===== src/rtl/nibble_sort_ctrl_if.sv =====
// rtl/nibble_sort_ctrl_if.sv - request, result and comparator bus bundle for nibble_sort_ctrl
//
// Signals:
//   start    request a sort (sampled only while the sequencer is idle)
//   data_in  four 4-bit elements, element k = data_in[4k+3:4k]
//   cmp_num  comparator operand bus {A, B}
//   cmp_sel  comparator function select
//   cmp_res  comparator result (bit 0 only)
//   busy     sort in progress
//   done     one-cycle pulse when sorted is valid
//   sorted   sorted elements, same packing as data_in
//   swaps    swap count of the last completed sort
// Modports: master = sort sequencer, slave = surrounding logic plus comparator.
interface nibble_sort_ctrl_if;
    logic        start;
    logic [15:0] data_in;
    logic [7:0]  cmp_num;
    logic [1:0]  cmp_sel;
    logic [7:0]  cmp_res;
    logic        busy;
    logic        done;
    logic [15:0] sorted;
    logic [2:0]  swaps;

    modport master (
        input  start, data_in, cmp_res,
        output cmp_num, cmp_sel, busy, done, sorted, swaps
    );

    modport slave (
        output start, data_in, cmp_res,
        input  cmp_num, cmp_sel, busy, done, sorted, swaps
    );
endinterface


===== src/rtl/nibble_sort_ctrl.sv =====
// rtl/nibble_sort_ctrl.sv - four-element nibble bubble sort sharing one external comparator
//
// Parameters:
//   DESCEND  0 = ascending (element 0 smallest), 1 = descending (element 0 largest)
// Ports:
//   clk    rising-edge clock
//   rst_n  asynchronous active-low reset
//   bus    nibble_sort_ctrl_if.master (start/data_in in, comparator bus, busy/done/sorted/swaps out)
// Each of the six compare/swap operations takes two cycles: ISSUE drives the
// operand pair and captures the comparator answer, EVAL applies the swap.
module nibble_sort_ctrl #(
    parameter bit DESCEND = 1'b0
) (
    input  logic                  clk,
    input  logic                  rst_n,
    nibble_sort_ctrl_if.master    bus
);

    typedef enum logic [1:0] {IDLE, ISSUE, EVAL, DONE} state_t;

    state_t      state_q, state_d;
    logic [2:0]  op_q;
    logic [3:0]  elem_q   [4];
    logic [3:0]  elem_swp [4];
    logic        gt_q;
    logic [15:0] sorted_q;
    logic [2:0]  swaps_q;
    logic [1:0]  idx;
    logic [1:0]  idx_nx;
    logic        unused_res;

    // Upper result bits carry nothing for the two functions in use.
    assign unused_res = ^bus.cmp_res[7:1];

    // A > B swaps toward ascending, A < B toward descending; equal never swaps.
    assign bus.cmp_sel = DESCEND ? 2'b10 : 2'b01;
    assign bus.sorted  = sorted_q;
    assign bus.swaps   = swaps_q;

    // Lower element of the pair for each op: three passes of 3, 2, 1 compares.
    always_comb begin
        idx = 2'd0;
        case (op_q)
            3'd1:    idx = 2'd1;
            3'd2:    idx = 2'd2;
            3'd4:    idx = 2'd1;
            default: idx = 2'd0;
        endcase
    end

    assign idx_nx = idx + 2'd1;

    always_comb begin
        for (int k = 0; k < 4; k++) begin
            elem_swp[k] = elem_q[k];
        end
        if (gt_q) begin
            elem_swp[idx]    = elem_q[idx_nx];
            elem_swp[idx_nx] = elem_q[idx];
        end
    end

    always_ff @(posedge clk or negedge rst_n) begin
        if (!rst_n) begin
            state_q <= IDLE;
        end else begin
            state_q <= state_d;
        end
    end

    always_comb begin
        state_d     = state_q;
        bus.cmp_num = 8'h00;
        bus.busy    = 1'b0;
        bus.done    = 1'b0;
        case (state_q)
            IDLE: begin
                if (bus.start) begin
                    state_d = ISSUE;
                end
            end
            ISSUE: begin
                bus.busy    = 1'b1;
                bus.cmp_num = {elem_q[idx], elem_q[idx_nx]};
                state_d     = EVAL;
            end
            EVAL: begin
                bus.busy = 1'b1;
                state_d  = (op_q == 3'd5) ? DONE : ISSUE;
            end
            DONE: begin
                bus.done = 1'b1;
                state_d  = IDLE;
            end
            default: state_d = IDLE;
        endcase
    end

    always_ff @(posedge clk or negedge rst_n) begin
        if (!rst_n) begin
            op_q     <= 3'd0;
            gt_q     <= 1'b0;
            sorted_q <= 16'h0000;
            swaps_q  <= 3'd0;
            for (int k = 0; k < 4; k++) begin
                elem_q[k] <= 4'h0;
            end
        end else begin
            case (state_q)
                IDLE: begin
                    if (bus.start) begin
                        op_q    <= 3'd0;
                        swaps_q <= 3'd0;
                        for (int k = 0; k < 4; k++) begin
                            elem_q[k] <= bus.data_in[4*k +: 4];
                        end
                    end
                end
                ISSUE: begin
                    gt_q <= bus.cmp_res[0];
                end
                EVAL: begin
                    for (int k = 0; k < 4; k++) begin
                        elem_q[k] <= elem_swp[k];
                    end
                    if (gt_q) begin
                        swaps_q <= swaps_q + 3'd1;
                    end
                    if (op_q == 3'd5) begin
                        sorted_q <= {elem_swp[3], elem_swp[2], elem_swp[1], elem_swp[0]};
                    end else begin
                        op_q <= op_q + 3'd1;
                    end
                end
                default: ;
            endcase
        end
    end

endmodule


===== src/flat_wrapper.sv =====
// flat-port wrapper written by rule: the top's interface ports become plain ports
module nibble_sort_ctrl_flat 
#(
    parameter bit DESCEND = 1'b0
)
  (clk, rst_n, bus_start, bus_data_in, bus_cmp_res, bus_cmp_num, bus_cmp_sel, bus_busy, bus_done, bus_sorted, bus_swaps);
  nibble_sort_ctrl_if bus_i ();
  input  logic clk;
  input  logic rst_n;
  input wire logic [$bits(bus_i.start)-1:0] bus_start;
  input wire logic [$bits(bus_i.data_in)-1:0] bus_data_in;
  input wire logic [$bits(bus_i.cmp_res)-1:0] bus_cmp_res;
  output wire logic [$bits(bus_i.cmp_num)-1:0] bus_cmp_num;
  output wire logic [$bits(bus_i.cmp_sel)-1:0] bus_cmp_sel;
  output wire logic [$bits(bus_i.busy)-1:0] bus_busy;
  output wire logic [$bits(bus_i.done)-1:0] bus_done;
  output wire logic [$bits(bus_i.sorted)-1:0] bus_sorted;
  output wire logic [$bits(bus_i.swaps)-1:0] bus_swaps;
  assign bus_i.start = bus_start;
  assign bus_i.data_in = bus_data_in;
  assign bus_i.cmp_res = bus_cmp_res;
  assign bus_cmp_num = bus_i.cmp_num;
  assign bus_cmp_sel = bus_i.cmp_sel;
  assign bus_busy = bus_i.busy;
  assign bus_done = bus_i.done;
  assign bus_sorted = bus_i.sorted;
  assign bus_swaps = bus_i.swaps;
  nibble_sort_ctrl #(.DESCEND(DESCEND)) u_core (.clk(clk), .rst_n(rst_n), .bus(bus_i));
endmodule

===== config.mk =====
export PLATFORM = sky130hd
export DESIGN_NAME = nibble_sort_ctrl_flat
export DESIGN_NICKNAME = d
export VERILOG_FILES = /design/src/rtl/nibble_sort_ctrl_if.sv /design/src/rtl/nibble_sort_ctrl.sv /design/src/flat_wrapper.sv
export SDC_FILE = /design/constraint.sdc
export NUM_CORES = 1
export LEC_CHECK = 0
export CAP_MARGIN = 25
export CORE_UTILIZATION = 30
export DETAILED_ROUTE_END_ITERATION = 7
export DONT_BUFFER_PORTS = 1
export SLEW_MARGIN = 20
export SYNTH_ARGS = -nofsm -noshare
export SYNTH_HDL_FRONTEND = slang
export SYNTH_SLANG_ARGS = --single-unit

===== constraint.sdc =====
create_clock -name clk -period 6.7 [get_ports clk]
set_input_delay 0.335 -clock clk [delete_from_list [all_inputs] [get_ports clk]]
set_output_delay 0.335 -clock clk [all_outputs]
set_load 0.01 [all_outputs]

Word-level counts from Yosys, hierarchy flattened. Index checks and enable logic that the tools add are counted.

Memories kept: 0. Input bits: 27. Memory bits (read-only): 0. Word-level logic and storage cells: 65. RAM bits: 0. Bits in registers: 41. Output and inout port bits: 31. Latch bits: 0.

Bitwise logic cells: 2. Shift operators: 0. Muxes and demuxes: 27. Reduce and logical (&&, ||, !) cells: 10. Add/sub/neg operators: 3. Equality and inequality tests: 10. Divide/modulo/power cells: 0. Order comparisons: 4. $mul: 0.

Operators by type and width (number): bitwise mux 16 bit (2); two-way mux 16 bit (2); case mux 16 bit (2 select lines) (1); two-way mux 4 bit (6); binary-select mux 4 bit (select 2 bit) (2); demux 4 bit (select 2 bit) (2); case mux 3 bit (2 select lines) (2); two-way mux 3 bit (3); two-way mux 8 bit (1); case mux 2 bit (4 select lines) (1); adder 3 x 1 -> 3 bit (second input constant) (2); == test 3 bit (second input constant) (2); greater-or-equal comparator 3 bit (second input constant) (2); < comparator 3 x 1 -> 1 bit (second input constant) (2); inverter 2 -> 3 bit (2); AND reduction 3 bit (2); == test 2 bit (second input constant) (2); two-way mux 2 bit (2); inequality test 2 bit (second input constant) (2); case mux 2 bit (2 select lines) (1); AND reduction 2 bit (2); OR reduction 2 bit (2); == test 3 x 1 -> 1 bit (second input constant) (1); == test 3 x 2 -> 1 bit (second input constant) (1); 7 further kinds (9).

Logic depth before layout (Yosys ltp).
Word-level depth: 12. Mapped depth: 13. Gate-level depth less buffers: 10.

Worst setup path after synthesis. OpenSTA, ideal clock, no wires.

Path kind: flip-flop to output port. Start: register u_core.op_q[1]. End: output bus_cmp_num[2]. Required time: 6.365 ns. Arrival: 2.517 ns. Cell stages (with the launch flop): 11. Buffers on the path: 3. Slack: 3.848 ns. Path through: dfrtp_1 -> inv_1 -> ha_1 -> buf_2 -> mux2_4 -> buf_6 -> ha_1 -> buf_2 -> inv_1 -> mux4_2 -> and2_1.

Cells in the longest elaborated chain, start to end: 9. Elaborated cells between the ends (all ways): 11. Those cells by class: add/sub: 1; eq/ne: 3; mux: 5; bitwise: 1; reduce/logical: 1.

Ends and longest elaborated chain: start: declaration (RTL line nibble_sort_ctrl.sv:22) `logic [2:0] op_q;`; start signal: assignment (RTL line nibble_sort_ctrl.sv:132) `op_q <= op_q + 3'd1;`; == test 3 x 1 -> 1 bit or == test 3 bit (tied branches) (RTL line nibble_sort_ctrl.sv:43) `case (op_q)`; OR reduction 2 bit (no source line); case mux 2 bit (2 select lines) (*) (RTL line nibble_sort_ctrl.sv:43); adder 2 x 1 -> 2 bit (*) (RTL line nibble_sort_ctrl.sv:51) `assign idx_nx = idx + 2'd1;`; inverter 2 -> 3 bit (implied by the code) (*) (RTL line nibble_sort_ctrl.sv:84) `bus.cmp_num = {elem_q[idx], elem_q[idx_nx]};`; binary-select mux 4 bit (select 2 bit) (*) (RTL line nibble_sort_ctrl.sv:84); two-way mux 4 bit (implied by the code) (*) (2 in a row) (RTL line nibble_sort_ctrl.sv:84); two-way mux 8 bit (*) (RTL line nibble_sort_ctrl.sv:76) `case (state_q)`; end: declaration (RTL line flat_wrapper.sv:13) `output wire logic [$bits(bus_i.cmp_num)-1:0] bus_cmp_num;`.

Mark *: on every way between the ends. The rest lies on a longest branch, timed or not. The select of a mux whose other input is x is not followed.

Worst setup path in the final report.
Start: register u_core.op_q[1]. End: output bus_cmp_num[4].

Cells in the longest elaborated chain, start to end: 8. Elaborated cells between the ends (all ways): 10. Those cells by class: eq/ne: 3; mux: 5; bitwise: 1; reduce/logical: 1.

Ends and longest elaborated chain (RTL line): == test 3 x 1 -> 1 bit or == test 3 bit (tied branches) (nibble_sort_ctrl.sv:43); OR reduction 2 bit (no source line); case mux 2 bit (2 select lines) (*) (nibble_sort_ctrl.sv:43); inverter 2 -> 3 bit (implied by the code) (*) (nibble_sort_ctrl.sv:84); binary-select mux 4 bit (select 2 bit) (*) (nibble_sort_ctrl.sv:84); two-way mux 4 bit (implied by the code) (*) (2 in a row) (nibble_sort_ctrl.sv:84); two-way mux 8 bit (*) (nibble_sort_ctrl.sv:76).

Marked as above.

==> reports/metrics.cfg <==
[clock_tree]
ctsRootBufferMaster=clkbuf_16
clock_latency_ps=290
cts_made_buffers=5
cts_tree=yes
ctsHoldBuffers=2
post_cts_buffers=0
clock-sinks=41
cts.path.max_buffers=2
path_clk_slew_ps=60
cts_resized=0
ctsHtreeMaxLevel=2

[synth]
ys_types=58
syn-num-nets=498
synth_edf_count=0
synth.cell_area_sq_um=3530
seq_area_frac_synth_pct=29.1
avgSynthCellArea_sq_um=7.80
synth-seq-cells=41
syn-instance-count=452
async_flop_share_pct=100
ys.flop_type=dfrtp_1
yosys_warnings=0

[worst_hold_path]
hold_class=input port to flop
worstHoldStart=bus_cmp_res[0]

[cells_and_area]
area_delta_synth_final_pct=6.07
multiInputGateArea_sq_um=2240
fill_cells=1235
final_nets=474
drive_gt1_share_pct=6.54
antenna_cells=0
seq_area_sq_um=1030

[routing]
drt_pre_antenna_iters=5
drc=0
ant_nets=0
num_vias=3400
wl_met3_um=632
routed_via_density=5.95
met1_length_um=4860
drt_iter0_markers=319
dr.max_layer_used=met4
wl_per_cell_um=19.5
route.met2.wl_um=5280
wl_um=11100

[timing]
maxSlewViolCount=0
slew_headroom_pct=37.6
max_slew.worst_pin.slew_ps=936
rsz0062_at_grt=false
period_minus_slack_ps=3830
clock_skew_ps=6.09
finalCritPeriodShare_pct=57.1
totalNegativeSetupSlack_ps=0
setup_viol=0
hold_viol=0
hold_slack_ps=191
max_freq_mhz=261

[worst_setup_path]
path_cells=inv_1, ha_1, mux2_4, inv_2, ha_1, nor2b_1, a2111oi_0, a211oi_2, and2_1
cp_max_fo=14
cp.required_ps=6360
critical_path_arrival_ps=3490
r2r-start=u_core.op_q[1]$_DFFE_PN0P_
path_class=flop to primary output
cp_common_cell=ha_1
cp-start-kind=flop
path_delay_family=compound AO/OA/AOI/OAI gates
cp_num_buf_inv=2
cp-end-kind=primary output
cpPeakStageDelay_ps=640
critPathLaunch=u_core.op_q[1]$_DFFE_PN0P_
crit_slowest_cell=a2111oi_0

[power_and_ir_drop]
p_leak_nw=1.52
peakVddDrop_v=0.000183
power.density_nw_per_um2=614

[placed_design]
io_buffer_count=0
gp_congestion=0.853
dp_hpwl_um=7740

[global_routing]
antenna_found_initial=0
grt_pass1_vias=3388
grt_max_degree=42
grt.total_usage_pct=18.4
grt_pass1_wl_um=18200
overflow=0

[flow_run]
drv_cap=0

[floorplanning]
design.die.area_sq_um=12200
start_util_pct=30.9
core-area_sq_um=11400
die_y_um=110
num_rows=39
die_w_um=110
ioPinCount=58

[outcome]
status=complete, no violations

==> placed cells by master (no fill, tap or decap), types with 14 or more instances in the layout <==
cell,instances
mux2i_1,14
dfrtp_1,41
nand2_1,46
nand3_1,20
o21ai_0,59
a21oi_1,20
a31oi_1,19
nor2_1,30
inv_1,24
ha_1,19
==> per-stage QoR <==
stage	instance area [sq um]	utilization (%)	total power (W)	setup slack, ps	instances
2_1_floorplan	3530	-	0.00167	3850	452
3_3_place_gp	3560	31.2	0.00198	3270	562
3_5_place_dp	3560	31.2	0.00201	3260	562
4_1_cts	3740	32.8	0.00227	2940	571
5_1_grt	3740	32.8	0.00249	2590	571
6_report	3740	32.8	0.00230	2870	571
==> worst reg2reg max path, cell delays in order (launching register included) <==
cell and delay [ps]:
dfrtp_1 410, inv_1 120, ha_1 350, mux2_4 420
inv_2 190, ha_1 450, nor2b_1 130, a2111oi_0 640
a211oi_2 210, a22oi_1 350, a21oi_1 110
==> where the power goes <==
group / internal, W / total, W / leakage (nW) / switching (W)
combinational: 0.000555 / 0.00150 / 0.935 / 0.000944
sequential: 0.000364 / 0.000551 / 0.517 / 0.000187
clock: 0.000147 / 0.000247 / 0.0700 / 0.000100
total: 0.00107 / 0.00230 / 1.52 / 0.00123
==> synthesized netlist by cell type (all sizes together) (2+ instances only) <==
cell,count,area (sq um)
ha,19,238
nand2b,11,68.8
or3,3,18.8
o311ai,3,33.8
o22ai,7,43.8
and2,8,50.1
a31oi,19,119
nand2,46,173
a211o,3,26.3
o211ai,2,15.0
nand4,3,18.8
nand3b,3,22.5
dfrtp,41,1030
a21oi,20,100
o31a,3,26.3
nor2b,9,56.3
mux2i,16,176
a221oi,3,26.3
buf,12,77.6
o2bb2ai,2,17.5
nor3,6,30.0
clkbuf,24,90.1
a22oi,12,90.1
a32oi,2,17.5
and3,4,25.0
conb,2,7.51
a31o,3,26.3
o21ai,62,310
o221ai,3,26.3
a311o,3,30.0
mux2,6,71.3
nand3,20,100
inv,25,93.8
o31ai,2,15.0
a211oi,3,27.5
nor2,30,113
==> flip-flops by register name (all words and copies together) (netlist names) <==
register	count
u_core.bus.sorted	16
u_core.bus.swaps	3
u_core.elem_q	16
u_core.gt_q	1
u_core.op_q	3
u_core.state_q	2
==> metal layers <==
layer / global-route usage, % / vias up
li1: - / 1578
met1: 23.0 / 1683
met2: 30.0 / 111
met3: 4.01 / 28
met4: 8.98 / 0
met5: 0 / -
==> layout make-up <==
cell class	count	share of cell area (%)
clock buffers	7	3.81
flip-flops and latches	41	27.4
repair buffers	5	1.61
well taps	143	4.78
multi-input cells	350	59.9
inverters	25	2.51
==> cells by family (layout without fill, tap and decap cells) <==
group / count (synthesis) / in the layout / synth area share (%)
compound gates: 158 / 158 / 28.5
simple gates: 148 / 148 / 20.3
buf+inv: 61 / 37 / 7.42
flops: 41 / 41 / 29.1
mux: 23 / 23 / 7.66
fa+ha+maj: 19 / 19 / 6.74
other cells: 2 / 2 / 0.213
==> path summary, 6_finish.rpt <==
| check | end | slack [ps] | depth (start not counted) |
|---|---|---|---|
| worst min register to register | u_core.state_q[1]$_DFFE_PN0P_ | 560 | 1 |
| worst max-delay path | bus_cmp_num[4] | 2870 | 9 |
| worst max register to register | u_core.bus.sorted[12]$_DFFE_PN0P_ | 3170 | 10 |
| worst min-delay path | u_core.gt_q$_DFFE_PN0N_ | 190 | 1 |
| min in group asynchronous | u_core.state_q[0]$_DFFE_PN0P_ | 540 | 2 |
| max in group asynchronous | u_core.elem_q[13]$_DFFE_PN0P_ | 5950 | 2 |
Power figures use the tool's default switching activity.
